==> config.mk <==
export PLATFORM = sky130hd
export DESIGN_NAME = lsu_arbiter
export DESIGN_NICKNAME = d
export VERILOG_FILES = /design/src/rtl/lsu_arbiter.sv
export SDC_FILE = /design/constraint.sdc
export NUM_CORES = 1
export LEC_CHECK = 0
export CAP_MARGIN = 30
export CORE_AREA = 5 5 121 123
export DETAILED_ROUTE_END_ITERATION = 16
export DIE_AREA = 0 0 126 128
export GPL_ROUTABILITY_DRIVEN = 1
export HOLD_SLACK_MARGIN = 0.08
export PLACE_DENSITY_LB_ADDON = 0.08
export SLEW_MARGIN = 10
export SYNTH_ARGS = -nofsm -noshare
export SYNTH_HDL_FRONTEND = slang
export SYNTH_SLANG_ARGS = --single-unit
==> constraint.sdc <==
create_clock -name clk -period 2.9 [get_ports clk]
set_input_delay 0.58 -clock clk [delete_from_list [all_inputs] [get_ports clk]]
set_output_delay 0.58 -clock clk [all_outputs]
set_load 0.03 [all_outputs]
==> src/rtl/lsu_arbiter.sv <==
// Two-master round-robin arbiter onto a single load/store slave port.
// Writes go before reads within a master; stalled transactions are force-completed on timeout.
module lsu_arbiter #(
  parameter int unsigned TIMEOUT_CYCLES = 256
) (
  input  logic        clk,
  input  logic        rst_n,
  input  logic        m0_rready,
  input  logic        m0_wvalid,
  input  logic [31:0] m0_addr,
  input  logic [3:0]  m0_strb,
  input  logic [31:0] m0_wdata,
  output logic        m0_rvalid,
  output logic        m0_wready,
  output logic [31:0] m0_rdata,
  input  logic        m1_rready,
  input  logic        m1_wvalid,
  input  logic [31:0] m1_addr,
  input  logic [3:0]  m1_strb,
  input  logic [31:0] m1_wdata,
  output logic        m1_rvalid,
  output logic        m1_wready,
  output logic [31:0] m1_rdata,
  output logic        s_rready,
  output logic        s_wvalid,
  output logic [31:0] s_addr,
  output logic [3:0]  s_strb,
  output logic [31:0] s_wdata,
  input  logic        s_rvalid,
  input  logic        s_wready,
  input  logic [31:0] s_rdata,
  output logic        busy_o,
  output logic        owner_o,
  output logic        timeout_o
);

  // state | meaning
  // IDLE  | no transaction in flight, arbitrating between requesters
  // RD    | read issued to slave on behalf of owner
  // WR    | write issued to slave on behalf of owner
  typedef enum logic [1:0] {
    IDLE = 2'd0,
    RD   = 2'd1,
    WR   = 2'd2
  } state_t;

  localparam logic [15:0] TMO_LAST  = 16'(TIMEOUT_CYCLES - 1);
  localparam logic [31:0] TMO_RDATA = 32'hDEAD_BEEF;

  state_t      state;
  logic        owner;
  logic        last_grant;
  logic [15:0] cnt;

  logic        req0, req1, grant, grant_wr;
  logic        own_rready, own_wvalid, own_req;
  logic [31:0] own_addr, own_wdata;
  logic [3:0]  own_strb;
  logic        active, rd_done, wr_done, tmo, rd_resp, wr_resp;
  logic [31:0] resp_rdata;

  always_comb begin
    req0       = m0_rready | m0_wvalid;
    req1       = m1_rready | m1_wvalid;
    grant      = (req0 & req1) ? ~last_grant : req1;
    grant_wr   = grant ? m1_wvalid : m0_wvalid;

    own_rready = owner ? m1_rready : m0_rready;
    own_wvalid = owner ? m1_wvalid : m0_wvalid;
    own_addr   = owner ? m1_addr   : m0_addr;
    own_strb   = owner ? m1_strb   : m0_strb;
    own_wdata  = owner ? m1_wdata  : m0_wdata;
    own_req    = (state == RD) ? own_rready : own_wvalid;
    active     = (state != IDLE);

    // A real completion in the terminal-count cycle wins over the timeout.
    rd_done    = (state == RD) & own_rready & s_rvalid;
    wr_done    = (state == WR) & own_wvalid & s_wready;
    tmo        = active & own_req & ~rd_done & ~wr_done & (cnt == TMO_LAST);
    rd_resp    = rd_done | (tmo & (state == RD));
    wr_resp    = wr_done | (tmo & (state == WR));
    resp_rdata = rd_done ? s_rdata : (rd_resp ? TMO_RDATA : 32'h0);
  end

  assign s_rready  = (state == RD);
  assign s_wvalid  = (state == WR);
  assign s_addr    = active ? own_addr  : 32'h0;
  assign s_strb    = active ? own_strb  : 4'h0;
  assign s_wdata   = active ? own_wdata : 32'h0;

  assign m0_rvalid = rd_resp & ~owner;
  assign m1_rvalid = rd_resp & owner;
  assign m0_wready = wr_resp & ~owner;
  assign m1_wready = wr_resp & owner;
  assign m0_rdata  = m0_rvalid ? resp_rdata : 32'h0;
  assign m1_rdata  = m1_rvalid ? resp_rdata : 32'h0;

  assign busy_o    = active;
  assign owner_o   = owner;
  assign timeout_o = tmo;

  always_ff @(posedge clk or negedge rst_n) begin
    if (!rst_n) begin
      state      <= IDLE;
      owner      <= 1'b0;
      last_grant <= 1'b1;
      cnt        <= 16'h0;
    end else begin
      case (state)
        IDLE: begin
          if (req0 | req1) begin
            state <= grant_wr ? WR : RD;
            owner <= grant;
            cnt   <= 16'h0;
          end
        end
        RD, WR: begin
          // An abandoned request does not count as service for round-robin.
          if (!own_req) begin
            state <= IDLE;
          end else if (rd_resp | wr_resp) begin
            state      <= IDLE;
            last_grant <= owner;
          end else begin
            cnt <= cnt + 16'd1;
          end
        end
        default: state <= IDLE;
      endcase
    end
  end

endmodule

After elaboration in Yosys (flattened, before gate mapping)
Cells that the tools add are included.
{"block": "word_totals", "reg_bits": 20, "output_inout_bits": 141, "input_bits": 176}
{"block": "op_classes", "n_reduce_logical": 8, "bitwise": 25, "eq_ne": 7, "add_sub_neg": 1, "mux": 24}
{"operator": "two-way mux 32 bit", "count": 8}
{"operator": "two-way mux 16 bit", "count": 3}
{"operator": "case mux 16 bit (2 select lines)", "count": 1}
{"operator": "adder 16 x 1 -> 16 bit (second input constant)", "count": 1}
{"operator": "== test 16 x 8 -> 1 bit (second input constant)", "count": 1}
{"operator": "AND 1 bit", "count": 15}
{"operator": "two-way mux 2 bit", "count": 4}
{"operator": "two-way mux 4 bit", "count": 2}
{"operator": "!= test 2 bit (second input constant)", "count": 3}
{"operator": "bitwise OR 1 bit", "count": 6}
{"operator": "two-way mux 1 bit", "count": 5}
{"operator": "inverter 1 bit", "count": 4}
{"operator": "case mux 2 bit (2 select lines)", "count": 1}
{"operator": "AND reduction 2 bit", "count": 2}
{"operator": "AND reduction 4 bit", "count": 1}
{"operator": "nonzero test 2 bit", "count": 2}
{"operator": "!= test 3 bit (second input constant)", "count": 1}
{"operator": "AND reduction 3 bit", "count": 1}
{"operator": "== test 2 x 1 -> 1 bit (second input constant)", "count": 1}
{"operator": "== test 2 bit (second input constant)", "count": 1}
{"operator": "zero test 2 bit", "count": 1}
{"operator": "OR reduction 2 bit", "count": 1}

Depth between registers and ports, before layout
Gate-level depths: netlist of run 1.
{"block": "logic_depth", "depth_word": 13, "mapped_depth": 9, "ltp_nobuf": 7}

Worst setup path before layout of run 1
OpenSTA, ideal clock, no wires.
{"block": "synth_path", "path_type": "register to output", "startpoint": "reg owner, in the netlist owner_o", "endpoint": "out m0_wready", "stages_incl_launch_ff": 8, "t_required_ns": 2.320, "arrival_time_ns": 2.833, "slack_ns": -0.513, "cell_sequence": "dfrtp_1 buf_2 mux2_2 and3_1 clkbuf_1 nor3_1 a21o_1 nor2b_1"}
{"block": "synth_between", "elab_chain_len": 10, "word_cells_on_any_way": 17}
{"element": "from (decl)", "line_no": "51", "rtl": "logic owner;"}
{"element": "from (signal assigned)", "line_no": "113", "rtl": "owner <= grant;"}
{"element": "two-way mux 1 bit", "line_no": "68", "rtl": "own_rready = owner ? m1_rready : m0_rready;"}
{"element": "AND 1 bit (2 in series)", "line_no": "77", "rtl": "rd_done = (state == RD) & own_rready & s_rvalid;"}
{"element": "inverter 1 bit", "line_no": "79", "rtl": "tmo = active & own_req & ~rd_done & ~wr_done & (cnt == TMO_LAST);"}
{"element": "AND 1 bit", "line_no": "79"}
{"element": "AND 1 bit (*) (2 in series)", "line_no": "79"}
{"element": "named net timeout_o", "line_no": "34", "rtl": "output logic timeout_o"}
{"element": "AND 1 bit (*)", "line_no": "81", "rtl": "wr_resp = wr_done | (tmo & (state == WR));"}
{"element": "bitwise OR 1 bit (*)", "line_no": "81"}
{"element": "AND 1 bit (*)", "line_no": "93", "rtl": "assign m0_wready = wr_resp & ~owner;"}
{"element": "to (decl)", "line_no": "14", "rtl": "output logic m0_wready,"}
Mark *: on every way through the listed nets, which the timed path passes. The rest lies on a longest branch.

Worst setup path in the final report of run 1
{"block": "layout_path", "startpoint": "reg state[0]", "endpoint": "out m0_rdata[25]"}
{"block": "layout_between", "elab_chain_len": 12, "word_cells_on_any_way": 20}
{"element": "from (decl)", "line_no": "50", "rtl": "state_t state;"}
{"element": "from (signal assigned)", "line_no": "112", "rtl": "state <= grant_wr ? WR : RD;"}
{"element": "== test 2 x 1 -> 1 bit", "line_no": "73, 77, 80"}
{"element": "AND 1 bit (2 in series)", "line_no": "77"}
{"element": "inverter 1 bit", "line_no": "79"}
{"element": "AND 1 bit (3 in series)", "line_no": "79"}
{"element": "AND 1 bit", "line_no": "80", "rtl": "rd_resp = rd_done | (tmo & (state == RD));"}
{"element": "bitwise OR 1 bit", "line_no": "80"}
{"element": "two-way mux 32 bit (2 in series)", "line_no": "82", "rtl": "resp_rdata = rd_done ? s_rdata : (rd_resp ? TMO_RDATA : 32'h0);"}
{"element": "two-way mux 32 bit (*)", "line_no": "95", "rtl": "assign m0_rdata = m0_rvalid ? resp_rdata : 32'h0;"}
{"element": "to (decl)", "line_no": "15", "rtl": "output logic [31:0] m0_rdata,"}
Mark *: on every way between the ends. The rest lies on a longest branch, timed or not.

==> metrics.csv, run 1 <==
metric,value,unit
initial antenna violation count,1,
GP Congestion,0.8549,
Post-Layout Cell Count,914,
Die Wd,126,um
post-route ant nets,0,
Worst VDD drop,476.2,uV
unrepaired setup endpoints after global routing,true,
"Max FO, Critical Path",7,
status,"finished, final reports clean",
worst-path cell chain,"ha_4, mux4_2, o2111ai_2, o31a_1, or2_4, buf_8, nor2_4, buf_4",
Post-synth top cells,"nor2_1 (138), mux2i_1 (69), dfrtp_1 (19)",
post-DR vias/cell,4.567,
Internal Power,2219,uW
most frequent cell after synthesis,nor2_1,
Avg WL per Cell,17.42,um
Top-Level Pins,317,
CTS tree,yes,
CP Class,reg -> out,
DRC violations left,0,
drt first pass iters,4,
R2R setup slack,460,ps
hold depth,1,
Worst-Margin Slew,595.7,ps
met1 WL,5345,um
pin count of the biggest net entering global routing,74,
"top cells by area, synth","mux2i_1 (23%), nor2_1 (17%), dfrtp_1 (16%)",
worst endpoint required time,2320,ps
Worst path slowest cell,dfrtp_1,
Iter 0 DRT Violations,123,
Logic pwr share,0.854,
share of layout cells above drive strength 1,0.2374,
Final Hold Vio Count,0,
r2r startpoint,state[1],
clock network power share,0.060,
Worst Hold End,cnt[1],
#FFs+latches synth,20,
fin nets,914,
CP startpoint kind,flop,
predominant post-synthesis flop cell,dfrtp_1,
Slew Limit Fails,0,
crit path buf inv count,2,
met3 WL,1400,um
pwr/cell area,710.6,mW/mm2
R2R Path End,cnt[5],
switching share of power,0.5360,
"Setup violations, final",0,
max-cap check violation count,0,
sequential power share,0.086,
clk slew on worst S/H paths,50,ps
"EDFF count, synth",0,
TritonCTS Sinks,20,
Synth async-reset ratio,1.000,
synth warn,0,
CP top delay family,flip-flops,
fmax,0.3519,GHz
die area,0.01613,mm2
CP endpoint kind,output pin,
post-route clock period utilization,0.9798,
Synth cell types,52,
IO Port Bufs,316,
final core occ,0.4963,
hold wc startpoint,cnt[1],
hold slack,553.2,ps
leak pwr,0.003269,uW
Mapped Nets,594,
worst hold path type,reg -> reg,
Final min period,2841,ps
Cells after Synth,414,
Initial Util,0.2218,
P&R area growth vs syn,123.8,%
Mean Syn Cell Area,7.262,um2
reg2reg path depth,8,
grt total ovfl,0,
first-pass GRT wire length,23320,um
Yosys top cell by area,mux2i_1,
Critical Path AT,2260,ps
root buf cell,clkbuf_16,
row count,43,
placed cell count,901,
Worst path max stage delay,410,ps
CTS max path bufs,2,
Clock Latency Late Sink,250,ps
dpl hpwl,13360,um
DR WL met2,9062,um
TritonCTS Buffers,3,
sw power,2563,uW
Slew headroom,0.6016,
top layer in use,met4,
post-synthesis sequential area ratio,0.1669,
H-tree Lvls,1,
Vias,4174,
Post-Syn Area,0.003007,mm2
Yosys top cell area share,0.2297,
DRT Wirelength,15920,um
Final Skew,2.953,ps
GRT Resource Usage Total,0.1800,
number of global-route vias before repair,4241,
Core Footprint,0.01356,mm2
DIE HEIGHT,128,um
[through the flow]
step	power [uW]	setup slack, ps	setup TNS, ps	instance area, um2
finish	4782	58.54	0	6729
global route	5052	-42.26	-740.2	6729
CTS	4806	-12.90	-51.96	6644
detailed placement	4450	-247.6	-8879	6397
global placement	4439	-219.5	-7355	6397
floorplan	2784	-80.45	-134.1	3064
[repair_timing]
item	4_1_cts	5_1_grt
setup endpoints to repair	60	66
pin swaps	3	2
gates resized for setup	36	17
cloned	1	0
setup buffers	4	3
hold buffers	0	0
[cell families (layout without fill, tap and decap cells)]
logic type               count (synthesis)  in the layout  share of synthesized area
other                                    0              1                          0
buffers and inverters                   42            361                    0.07158
AO/OA/AOI/OAI                           52             52                     0.1427
AND/OR/NAND/NOR                        224            224                     0.3575
multiplexers                            72             72                     0.2447
adder cells (fa/ha/maj)                  4              4                    0.01665
flip-flops                              20             20                     0.1669
[worst register-to-register path, cell delays in order (launching register included)]
cell and delay, ps:
dfrtp_1 380, inv_2 100, ha_4 150, mux4_2 510
buf_4 170, and2_1 200, o31a_1 130, or2_1 430
a41oi_1 290
[state kept, by name, summed over array words and instances (netlist names)]
name        flops
cnt            16
state           2
last_grant      1
owner_o         1
[placed cells by master (no fill, tap or decap), types with 9 or more instances in the layout]
cell / count
clkdlybuf4s50_1: 235
nor2_1: 114
buf_4: 74
mux2i_1: 68
nor2_2: 28
dfrtp_1: 18
and3_1: 15
nor2_4: 15
buf_6: 15
a21oi_1: 14
and2_1: 11
nand2_1: 9
[per-layer routing]
metal / global-route usage / vias up
li1: - / 2071
met1: 0.1802 / 1925
met2: 0.3593 / 172
met3: 0.06375 / 6
met4: 0.03091 / 0
met5: 0 / -
[how the worst max path moves through the flow]
stage,to,depth (start not counted),start
after floorplan,m0_wready,7,owner_o
after global placement,m0_rdata[23],8,m1_rready
after detailed placement,m0_rdata[18],8,m1_rready
after CTS,m0_rdata[28],8,state[0]
after global routing,m0_rdata[27],9,state[1]
final,m0_rdata[25],8,state[0]
[power groups by stage]
stage | clock, uW | combinational [uW] | sequential [uW]
final | 286 | 4080 | 411
after global routing | 314 | 4320 | 419
after CTS | 293 | 4110 | 407
after detailed placement | 0 | 4040 | 407
after global placement | 0 | 4040 | 403
after floorplan | 0 | 2410 | 378
[area by class of cell]
| cell class | instances | area (um2) |
|---|---|---|
| Inverter | 9 | 33.78 |
| Antenna cell | 1 | 2.502 |
| Clock buffer | 4 | 78.83 |
| Timing Repair Buffer | 348 | 3457 |
| Tap cell | 180 | 225.2 |
| Multi-Input combinational cell | 352 | 2426 |
| Fill cell | 1297 | 6829 |
| Sequential cell | 20 | 505.5 |
(Power assumes the default switching activity.)
==> run 2: changes to the inputs <==
--- a/config.mk
+++ b/config.mk
@@ -6,12 +6,14 @@
 export NUM_CORES = 1
 export LEC_CHECK = 0
 export CAP_MARGIN = 30
-export CORE_AREA = 5 5 121 123
+export CORE_AREA = 5 5 120 122
 export DETAILED_ROUTE_END_ITERATION = 16
-export DIE_AREA = 0 0 126 128
+export DIE_AREA = 0 0 125 127
+export DONT_BUFFER_PORTS = 1
 export GPL_ROUTABILITY_DRIVEN = 1
 export HOLD_SLACK_MARGIN = 0.08
 export PLACE_DENSITY_LB_ADDON = 0.08
+export SKIP_LAST_GASP = 1
 export SLEW_MARGIN = 10
 export SYNTH_ARGS = -nofsm -noshare
 export SYNTH_HDL_FRONTEND = slang
==> metrics.csv, run 2 (synthesis results as in run 1) <==
metric,value,unit,change
GP Congestion,0.8399,,was 0.8549
top flop regs,"cnt x16, state x2",,unchanged
root buf cell,clkbuf_16,,unchanged
Top reg by flops,cnt,,unchanged
first-pass GRT wire length,19520,um,was 23320 um
clk slew on worst S/H paths,60,ps,was 50 ps
CTS max path bufs,2,,unchanged
initial antenna violation count,1,,unchanged
Clock Latency Late Sink,260,ps,was 250 ps
post-route ant nets,0,,unchanged
worst endpoint required time,2320,ps,about the same
Final Hold Vio Count,0,,unchanged
Slew headroom,0.4920,,was 0.6016
GR peak layer,met2,,unchanged
sequential power share,0.102,,was 0.086
M1 GR Usage,0.1851,,was 0.1802
post-DR vias/cell,4.963,,was 4.567
Critical Path AT,2310,ps,was 2260 ps
grt total ovfl,0,,unchanged
"Setup violations, final",0,,unchanged
TritonCTS Sinks,20,,unchanged
Logic pwr share,0.797,,was 0.854
reg2reg path depth,8,,unchanged
pin count of the biggest net entering global routing,74,,unchanged
antenna diode count,0,,was 1
post-route clock period utilization,0.9982,,was 0.9798
IO Port Bufs,0,,was 316
Vias,3231,,was 4174
"Max FO, Critical Path",13,,was 7
share of layout cells above drive strength 1,0.3326,,was 0.2374
R2R setup slack,400,ps,was 460 ps
TritonCTS Buffers,3,,unchanged
fmax,0.3454,GHz,was 0.3519 GHz
DIE HEIGHT,127,um,was 128 um
final core occ,0.3148,,was 0.4963
Iter 0 DRT Violations,232,,was 123
H-tree Lvls,1,,unchanged
max-cap check violation count,0,,unchanged
sw power,2407,uW,was 2563 uW
status,"finished, final reports clean",,unchanged
GRT Resource Usage Total,0.1533,,was 0.1800
Top-Level Pins,317,,unchanged
row count,42,,was 43
Final min period,2895,ps,was 2841 ps
fin nets,656,,was 914
Overall Power,3880,uW,was 4782 uW
Largest register FFs,16,,unchanged
Die Wd,125,um,was 126 um
DRT Wirelength,13520,um,was 15920 um
Worst VDD drop,583.7,uV,was 476.2 uV
R2R Path End,cnt[5],,unchanged
Internal Power,1473,uW,was 2219 uW
Final Skew,5.256,ps,was 2.953 ps
DRC violations left,0,,unchanged
CP Class,reg -> out,,unchanged
"most common cell after layout, fill and taps aside",nor2_1,,was clkdlybuf4s50_1
unrepaired setup endpoints after global routing,true,,unchanged
Core Footprint,0.01309,mm2,was 0.01356 mm2
r2r startpoint,state[1],,unchanged
leak pwr,0.002154,uW,was 0.003269 uW
CTS tree,yes,,unchanged
Worst-Margin Slew,762.1,ps,was 595.7 ps
worst hold path type,in -> async,,was reg -> reg
Avg WL per Cell,20.77,um,was 17.42 um
most frequent cells in the layout,"nor2_1 (116), mux2i_1 (69), buf_4 (66)",,"was clkdlybuf4s50_1 (235), nor2_1 (114), buf_4 (74)"
grt met2 use,0.2793,,was 0.3593
die area,0.01588,mm2,was 0.01613 mm2
switching share of power,0.6204,,was 0.5360
number of global-route vias before repair,3204,,was 4241
crit path to,m0_rdata[1],,was m0_rdata[25]
dpl hpwl,11200,um,was 13360 um
clock network power share,0.101,,was 0.060
CP endpoint kind,output pin,,unchanged
pwr/cell area,941.9,mW/mm2,was 710.6 mW/mm2
met3 Use GR,0.03339,,was 0.06375
crit path from,owner_o,,was state[0]
Slew Limit Fails,0,,unchanged
Initial Util,0.2298,,was 0.2218
drt first pass iters,4,,unchanged
P&R area growth vs syn,37.00,%,was 123.8%
CP startpoint kind,flop,,unchanged
-- run 2: power groups by stage --
stage                     Sequential, uW  Combinational (uW)  Clock, uW
after global routing                 405                3310        412
after CTS                            389                3090        402
after global placement               393                3070          0
after detailed placement             393                3080          0
final                                397                3090        391
after floorplan                      378                2410          0
-- run 2: final cells by class --
class	instances	area, um2
clock inverters	1	30.03
fillers	1420	8966
well taps	176	220.2
repair buffers	90	850.8
flip-flops and latches	20	505.5
inverters	9	33.78
multi-input cells	352	2404
clock buffers	3	75.07
-- run 2: timing repair --
action / 4_1_cts / 5_1_grt
hold endpoints to repair: 19 / 0
hold buffers: 1 / 0
endpoints found under the setup margin: 53 / 59
buffers inserted: 1 / 1
gates cloned: 1 / 1
resized for setup: 4 / 22
-- run 2: worst min-delay path by stage --
stage	endpoint	slack (ps)	cells after the start
floorplan	cnt[0]	280	0
global placement	cnt[3]	290	0
detailed placement	cnt[6]	290	0
CTS	last_grant	160	0
global route	last_grant	150	0
finish	last_grant	160	0
-- run 2: through the flow --
stage	cells	hold WS [ps]	TNS [ps]	setup slack (ps)	area, um2
after global placement	641	286.5	0	190.7	3815
final	651	164.4	0	5.100	4119
after global routing	651	151.8	-769.7	-76.81	4119
after detailed placement	641	286.6	0	144.5	3815
after CTS	648	160.5	-361.5	-23.85	3978
after floorplan	414	284.4	-134.1	-80.45	3064
-- run 2: critical path, stage by stage (launching register included) --
cell and delay (ps):
dfrtp_4 540, mux2i_1 390, o2111ai_4 160, o31a_1 280
or2_4 270, buf_12 160, nor2_1 90, buf_4 170
-- run 2: layer usage --
layer | up-vias | wire [um]
li1 | 1559 | -
met1 | 1488 | 5144
met2 | 172 | 7161
met3 | 12 | 998
met4 | 0 | 217
met5 | - | 0
